==> src/rtl/Public_Info.sv <==
// Shared front-end types: the decoded-instruction record passed between
// decoder, instruction queue and issue-dispatch, plus the queue depth.
// Pure type/constant package; no logic, no latency, no flow control.
package Public_Info;

    localparam int IQ_DEPTH = 8;

    typedef struct packed {
        logic [31:0] PC;       // instruction address
        logic [31:0] inst;     // raw/decoded instruction word
        logic        o_valid;  // entry valid as seen by the consumer
    } PC_set;

endpackage

==> src/rtl/inst_queue.sv <==
// Purpose : circular instruction queue between decode (2-wide enqueue) and
//           issue-dispatch (0..2 entries consumed per cycle).
// Latency : one cycle enqueue-to-output, no bypass; head outputs are
//           combinational from registered state.
// Backpressure: o_ready = space for two entries, from registered count only;
//           i_valid is ignored while o_ready is low (decoder holds).
// Ports   : clk/rstn (async active-low), flush (sync clear), i_set1/i_set2 +
//           i_valid enqueue side, i_usingNUM dequeue count, o_set1/o_set2 +
//           o_is_valid head window, o_ready.
module inst_queue
    import Public_Info::*;
#(
    parameter int DEPTH = IQ_DEPTH
) (
    input  logic        clk,
    input  logic        rstn,
    input  logic        flush,
    input  PC_set       i_set1,
    input  PC_set       i_set2,
    input  logic [1:0]  i_valid,
    output logic        o_ready,
    input  logic [1:0]  i_usingNUM,
    output PC_set       o_set1,
    output PC_set       o_set2,
    output logic [1:0]  o_is_valid
);

    localparam int AW = $clog2(DEPTH);
    localparam logic [AW:0] READY_MAX = (AW+1)'(DEPTH - 2);

    PC_set         mem_q [DEPTH];
    logic [AW-1:0] head_q, head_d, tail_q, tail_d;
    logic [AW-1:0] head_p1, tail_p1;
    logic [AW:0]   count_q, count_d;
    logic [1:0]    enq, deq;

    // Pointer arithmetic relies on AW-bit wrap for modulo DEPTH.
    assign head_p1 = head_q + AW'(1);
    assign tail_p1 = tail_q + AW'(1);

    always_comb begin
        o_ready    = (count_q <= READY_MAX);
        o_is_valid = {count_q >= (AW+1)'(1), count_q >= (AW+1)'(2)};

        enq = 2'd0;
        if (o_ready) begin
            case (i_valid)
                2'b11:        enq = 2'd2;
                2'b10, 2'b01: enq = 2'd1;
                default:      enq = 2'd0;
            endcase
        end

        // Clamp consumption to what is actually held; 2'b11 is not a legal
        // request and is treated as no consumption.
        deq = 2'd0;
        case (i_usingNUM)
            2'd1:    deq = (count_q >= (AW+1)'(1)) ? 2'd1 : 2'd0;
            2'd2:    deq = (count_q >= (AW+1)'(2)) ? 2'd2 : count_q[1:0];
            default: deq = 2'd0;
        endcase

        head_d  = head_q + AW'(deq);
        tail_d  = tail_q + AW'(enq);
        count_d = count_q + (AW+1)'(enq) - (AW+1)'(deq);

        if (flush) begin
            head_d  = '0;
            tail_d  = '0;
            count_d = '0;
        end
    end

    always_ff @(posedge clk or negedge rstn) begin
        if (!rstn) begin
            head_q  <= '0;
            tail_q  <= '0;
            count_q <= '0;
        end else begin
            head_q  <= head_d;
            tail_q  <= tail_d;
            count_q <= count_d;
        end
    end

    // Storage is deliberately unreset: contents are masked by o_is_valid.
    // A lone i_set2 still lands at tail so program order is kept.
    always_ff @(posedge clk) begin
        if (o_ready && !flush) begin
            case (i_valid)
                2'b11: begin
                    mem_q[tail_q]  <= i_set1;
                    mem_q[tail_p1] <= i_set2;
                end
                2'b10:   mem_q[tail_q] <= i_set1;
                2'b01:   mem_q[tail_q] <= i_set2;
                default: ;
            endcase
        end
    end

    always_comb begin
        o_set1         = mem_q[head_q];
        o_set2         = mem_q[head_p1];
        o_set1.o_valid = o_is_valid[1];
        o_set2.o_valid = o_is_valid[0];
    end

endmodule

==> config.mk <==
export PLATFORM = sky130hd
export DESIGN_NAME = inst_queue
export DESIGN_NICKNAME = d
export VERILOG_FILES = /design/src/rtl/Public_Info.sv /design/src/rtl/inst_queue.sv
export SDC_FILE = /design/constraint.sdc
export NUM_CORES = 1
export LEC_CHECK = 0
export BUFFER_PORTS_ARGS = -buffer_cell sky130_fd_sc_hd__buf_2
export CAP_MARGIN = 20
export CORE_MARGIN = 3
export CORE_UTILIZATION = 45
export DETAILED_ROUTE_END_ITERATION = 6
export SLEW_MARGIN = 15
export SYNTH_ARGS = -nofsm -noshare
export SYNTH_HDL_FRONTEND = slang
export SYNTH_SLANG_ARGS = --single-unit
==> constraint.sdc <==
create_clock -name clk -period 10.6 [get_ports clk]
set_input_delay 1.06 -clock clk [delete_from_list [all_inputs] [get_ports clk]]
set_output_delay 1.06 -clock clk [all_outputs]
set_load 0.02 [all_outputs]
# After elaboration in Yosys (flattened, before gate mapping)
# Memories as Yosys holds them, arrays and structs flattened.
# Cells that the tools add are included.
[classes] add_sub_neg=6 n_lt_le_gt_ge=3 n_eq_ne=5 mux=19 bitwise=2 reduce_logical=3
[op_table] cell="$mux 65" n=2
[op_table] cell="$mux 1" n=10
[op_table] cell="$pmux 2 s2" n=2
[op_table] cell="$add 3x1->3 const B" n=2
[op_table] cell="$add 3x2->3" n=2
[op_table] cell="$eq 2x2->1 const B" n=3
[op_table] cell="$mux 3" n=2
[op_table] cell="$add 4x2->4" n=1
[op_table] cell="$eq 2x1->1 const B" n=2
[op_table] cell="$ge 4x1->1 const B" n=1
[op_table] cell="$ge 4x2->1 const B" n=1
[op_table] cell="$le 4x3->1 const B" n=1
[op_table] cell="$mux 2" n=2
[op_table] cell="$mux 4" n=1
[op_table] cell="$sub 4x2->4" n=1
[op_table] cell="$or 1x1->1" n=2
[op_table] cell="$reduce_or 2->1" n=1
[op_table] cell="$logic_and 1x1->1" n=1
[op_table] cell="$logic_not 1->1" n=1
[word_totals] regBits=10 mem_bits_rw=520 inputBits=137 output_inout_bits=133 word_cells=42 n_memories=1
[memory_table] memory="mem_q" words=8 word_bits=65 read_ports=2 rd_clocked_by_memory_dff=0 write_ports=2 line="inst_queue.sv:31" rtl="PC_set mem_q [DEPTH];"

# Longest topological paths before layout
[logic_depth] word_depth=7 mapped_depth=11

# Worst setup path after synthesis
# OpenSTA, ideal clock, no wires.
[synth_path] path_type="in2reg" start="input i_valid[0]" end="memory mem_q[5][10] (netlist bit) (enable)" setup_time_ns=0.524 arrival_ns=5.319 required_time_ns=10.076 path_slack_ns=4.756 path_stages=5 path_buffers=1 path_cell_list="ha_1 buf_2 nor3b_2 nand2_1 a31oi_1"
[synth_rtl] item="start: declaration" line="inst_queue.sv:20" rtl="input logic [1:0] i_valid,"
[synth_rtl] item="end: declaration" line="inst_queue.sv:31"

==> results.ini <==
[power]
powerDensity_nw_per_um2 = 228.6
leakagePower_nw = 10.43
ir_drop_v = 0.0001396

[cts]
cts_max_level = 2
cts_tree = yes
clockRootBuffer = clkbuf_16
cts_buffers = 56
ctsHoldBuffers = 0
post_cts_buffers = 0
cts_buffer_depth = 3
clock_latency_ns = 0.61
post_cts_resized = 0
clock-sinks = 522
clk_pin_slew_worst_paths_ns = 0.07

[placed_design]
dpl-instance-area_um2 = 32490
gp_congestion = 0.7975
dp_hpwl_mm = 58.29
io_buffers = 267

[die]
rows = 95
fp.dieArea_um2 = 71480
die_h_um = 267.4
io_pins = 270
start_util_pct = 45.61
core_um2 = 67400
die_w_um = 267.4

[synthesis]
netlist_area_um2 = 30740
yosys_warnings = 0
yosys-mux-area-fraction_pct = 23.51
synth_top_family_by_area = multiplexers
postSynthCellCount = 2019
yosys-top-cells-area = edfxtp_1, mux4_2, o221ai_1, mux2_2, buf_2
syn-num-nets = 2175
synthAdderAreaFrac_pct = 0.8710
synth_xor_area_share_pct = 0.2931
synth_largest_area_cell = edfxtp_1
ys_seq_elements = 522
synthTopCellsByCount = edfxtp_1, o221ai_1, mux4_2
yosys.area.top_type_share_pct = 50.01
yosys.area_share.simple_pct = 3.582
synthDistinctLibCells = 49
synth_flop_cell = edfxtp_1
async_flop_share_pct = 1.916
ys_seq_area_share_pct = 50.83
synth_compound_area_share_pct = 16.24
synth_area_per_cell_um2 = 15.23
synth_edf_count = 512

[drt]
first_pass_iters = 7
drtIter0Drc = 3504
avgRoutedWirePerCell_um = 37.08
drc = 3
vias = 23380
drt-total-wl_mm = 112.8
vias_per_cell = 7.685
ant_nets = 0

[cells_and_area]
fin_area_um2 = 34340
fin_util_pct = 50.96
syn2layout_area_growth_pct = 11.71
fill_cells = 5521
drive_above_1_share_pct = 38.29
finalNetCount = 2278

[worst_setup_path]
path_class = reg2out
cpPeakStageDelay_ns = 1.02
crit_arrival_ns = 4.73
path_cells = ha_4, buf_4, buf_4, mux4_2, mux2_2, buf_2
endpoint_kind = output pin
cp_num_buf_inv = 3
cpMaxStageDelayCell = dfrtp_4
path_common_cell = buf_4
cp.depth = 6
worstPathRequired_ns = 9.54
critical_path.max_fanout = 51
start_kind = flip-flop
r2r_cells = 5
crit_family = buffers and inverters

[timing]
clock_skew_ns = 0.02177
fin_crit_ns = 5.787
fmax_mhz = 172.8
setup_viol_count_final = 0
worst_pin_slew_ns = 1.215
fin_crit_sh_pct = 54.60
fin_setup_tns_ns = 0
hold_viol_final = 0
relSlewSlack_pct = 19.02
rsz0062_at_grt = false
slew_viol_final = 0

[global_route]
overflow = 0
grt_max_degree = 61
grt_pass1_wl_mm = 159.9
grt.total_usage_pct = 30.86
antenna_found_initial = 5
grt_pass1_vias = 23570

[status]
run_status = finished, violations left
violations = DRC

[min_path]
hold_path.class = in2async

[flow_run]
maxCapViolCount = 0

## cells by family (layout without fill, tap and decap cells)
| kind of cell | count (synthesis) | in the layout |
|---|---|---|
| AOI/OAI and AO/OA | 601 | 601 |
| DFF | 522 | 522 |
| muxes | 386 | 386 |
| buffers and inverters | 294 | 440 |
| and+or+nand+nor | 191 | 191 |
| adders and majority gates | 19 | 19 |
| xor gates and xnor gates | 6 | 6 |
| other | 0 | 4 |
## area by class of cell
cell class | count | area, µm² | area share (%)
Antenna cell | 4 | 10.01 | 0.02915
Timing Repair Buffer | 324 | 1764 | 5.137
Inverter | 15 | 56.30 | 0.1640
Sequential cell | 522 | 15640 | 45.53
Clock buffer | 65 | 1456 | 4.241
Multi-Input combinational cell | 1203 | 13940 | 40.59
Clock inverter | 36 | 387.9 | 1.129
Tap cell | 873 | 1092 | 3.181
## flip-flops by register name (all words and copies together), names as in the netlist
signal,flops
count_q,4
head_q,3
mem_q,512
tail_q,3
## routing by layer
layer  vias up  wire (µm)  global-route usage [%]
li1       9231          -                       -
met1     11890      40150                   40.31
met2      1890      52790                   49.14
met3       366      14910                   8.066
met4         2       4925                   13.14
met5         -         18                       0
## where the power goes
group	leakage, nW	switching (mW)	internal (mW)
Sequential	4.73	0.127	2.56
Clock	0.894	0.835	1.17
Combinational	4.81	1.89	1.27
Total	10.4	2.85	5.00
## per-stage QoR
step	hold slack [ns]	cells	worst slack, ns	total power [mW]
after global placement	0.7168	2937	5.367	5.796
after floorplan	0.6124	2019	4.756	4.905
final	0.3207	3042	4.813	7.850
after detailed placement	0.7201	2937	5.343	5.850
after CTS	0.2981	3038	4.682	7.838
after global routing	0.3153	3040	4.461	8.126
## layout by cell type (no fill, tap or decap), types with 2 or more instances in the layout
cell and count:
nor2_1 9, xor2_4 2, nand3_1 69, mux4_2 256, nand4b_1 3, clkbuf_1 8
clkbuf_16 57, inv_1 15, and3b_1 2, nand2b_1 66, bufinv_16 8, dfrtp_4 3
buf_2 267, clkinv_2 10, o221ai_1 512, nor3b_1 2, clkinv_4 3, buf_4 57
a21oi_4 12, clkinv_1 11, nand2_1 11, ha_1 13, nor2b_1 9, o21ai_1 64
dfrtp_1 7, edfxtp_1 512, a22oi_1 3, nand3b_1 2, a31oi_4 4, nor2_4 8
diode_2 4, fa_1 4, clkinvlp_4 4, xnor2_1 2, nor3_1 2, mux2_2 129
## worst paths after layout
| path | startpoint | to | slack, ns |
|---|---|---|---|
| max in group asynchronous | rstn | head_q[2]$_DFF_PN0_ | 10.03 |
| min in group clk | count_q[0]$_DFF_PN0_ | count_q[0]$_DFF_PN0_ | 0.74 |
| min reg2reg | count_q[0]$_DFF_PN0_ | count_q[0]$_DFF_PN0_ | 0.74 |
| max reg2reg | tail_q[0]$_DFF_PN0_ | mem_q[5][38]$_DFFE_PP_ | 6.52 |
| max | head_q[0]$_DFF_PN0_ | o_set2[23] | 4.81 |
| min | rstn | tail_q[0]$_DFF_PN0_ | 0.32 |
Note: power is estimated with default switching activity, not from simulation.
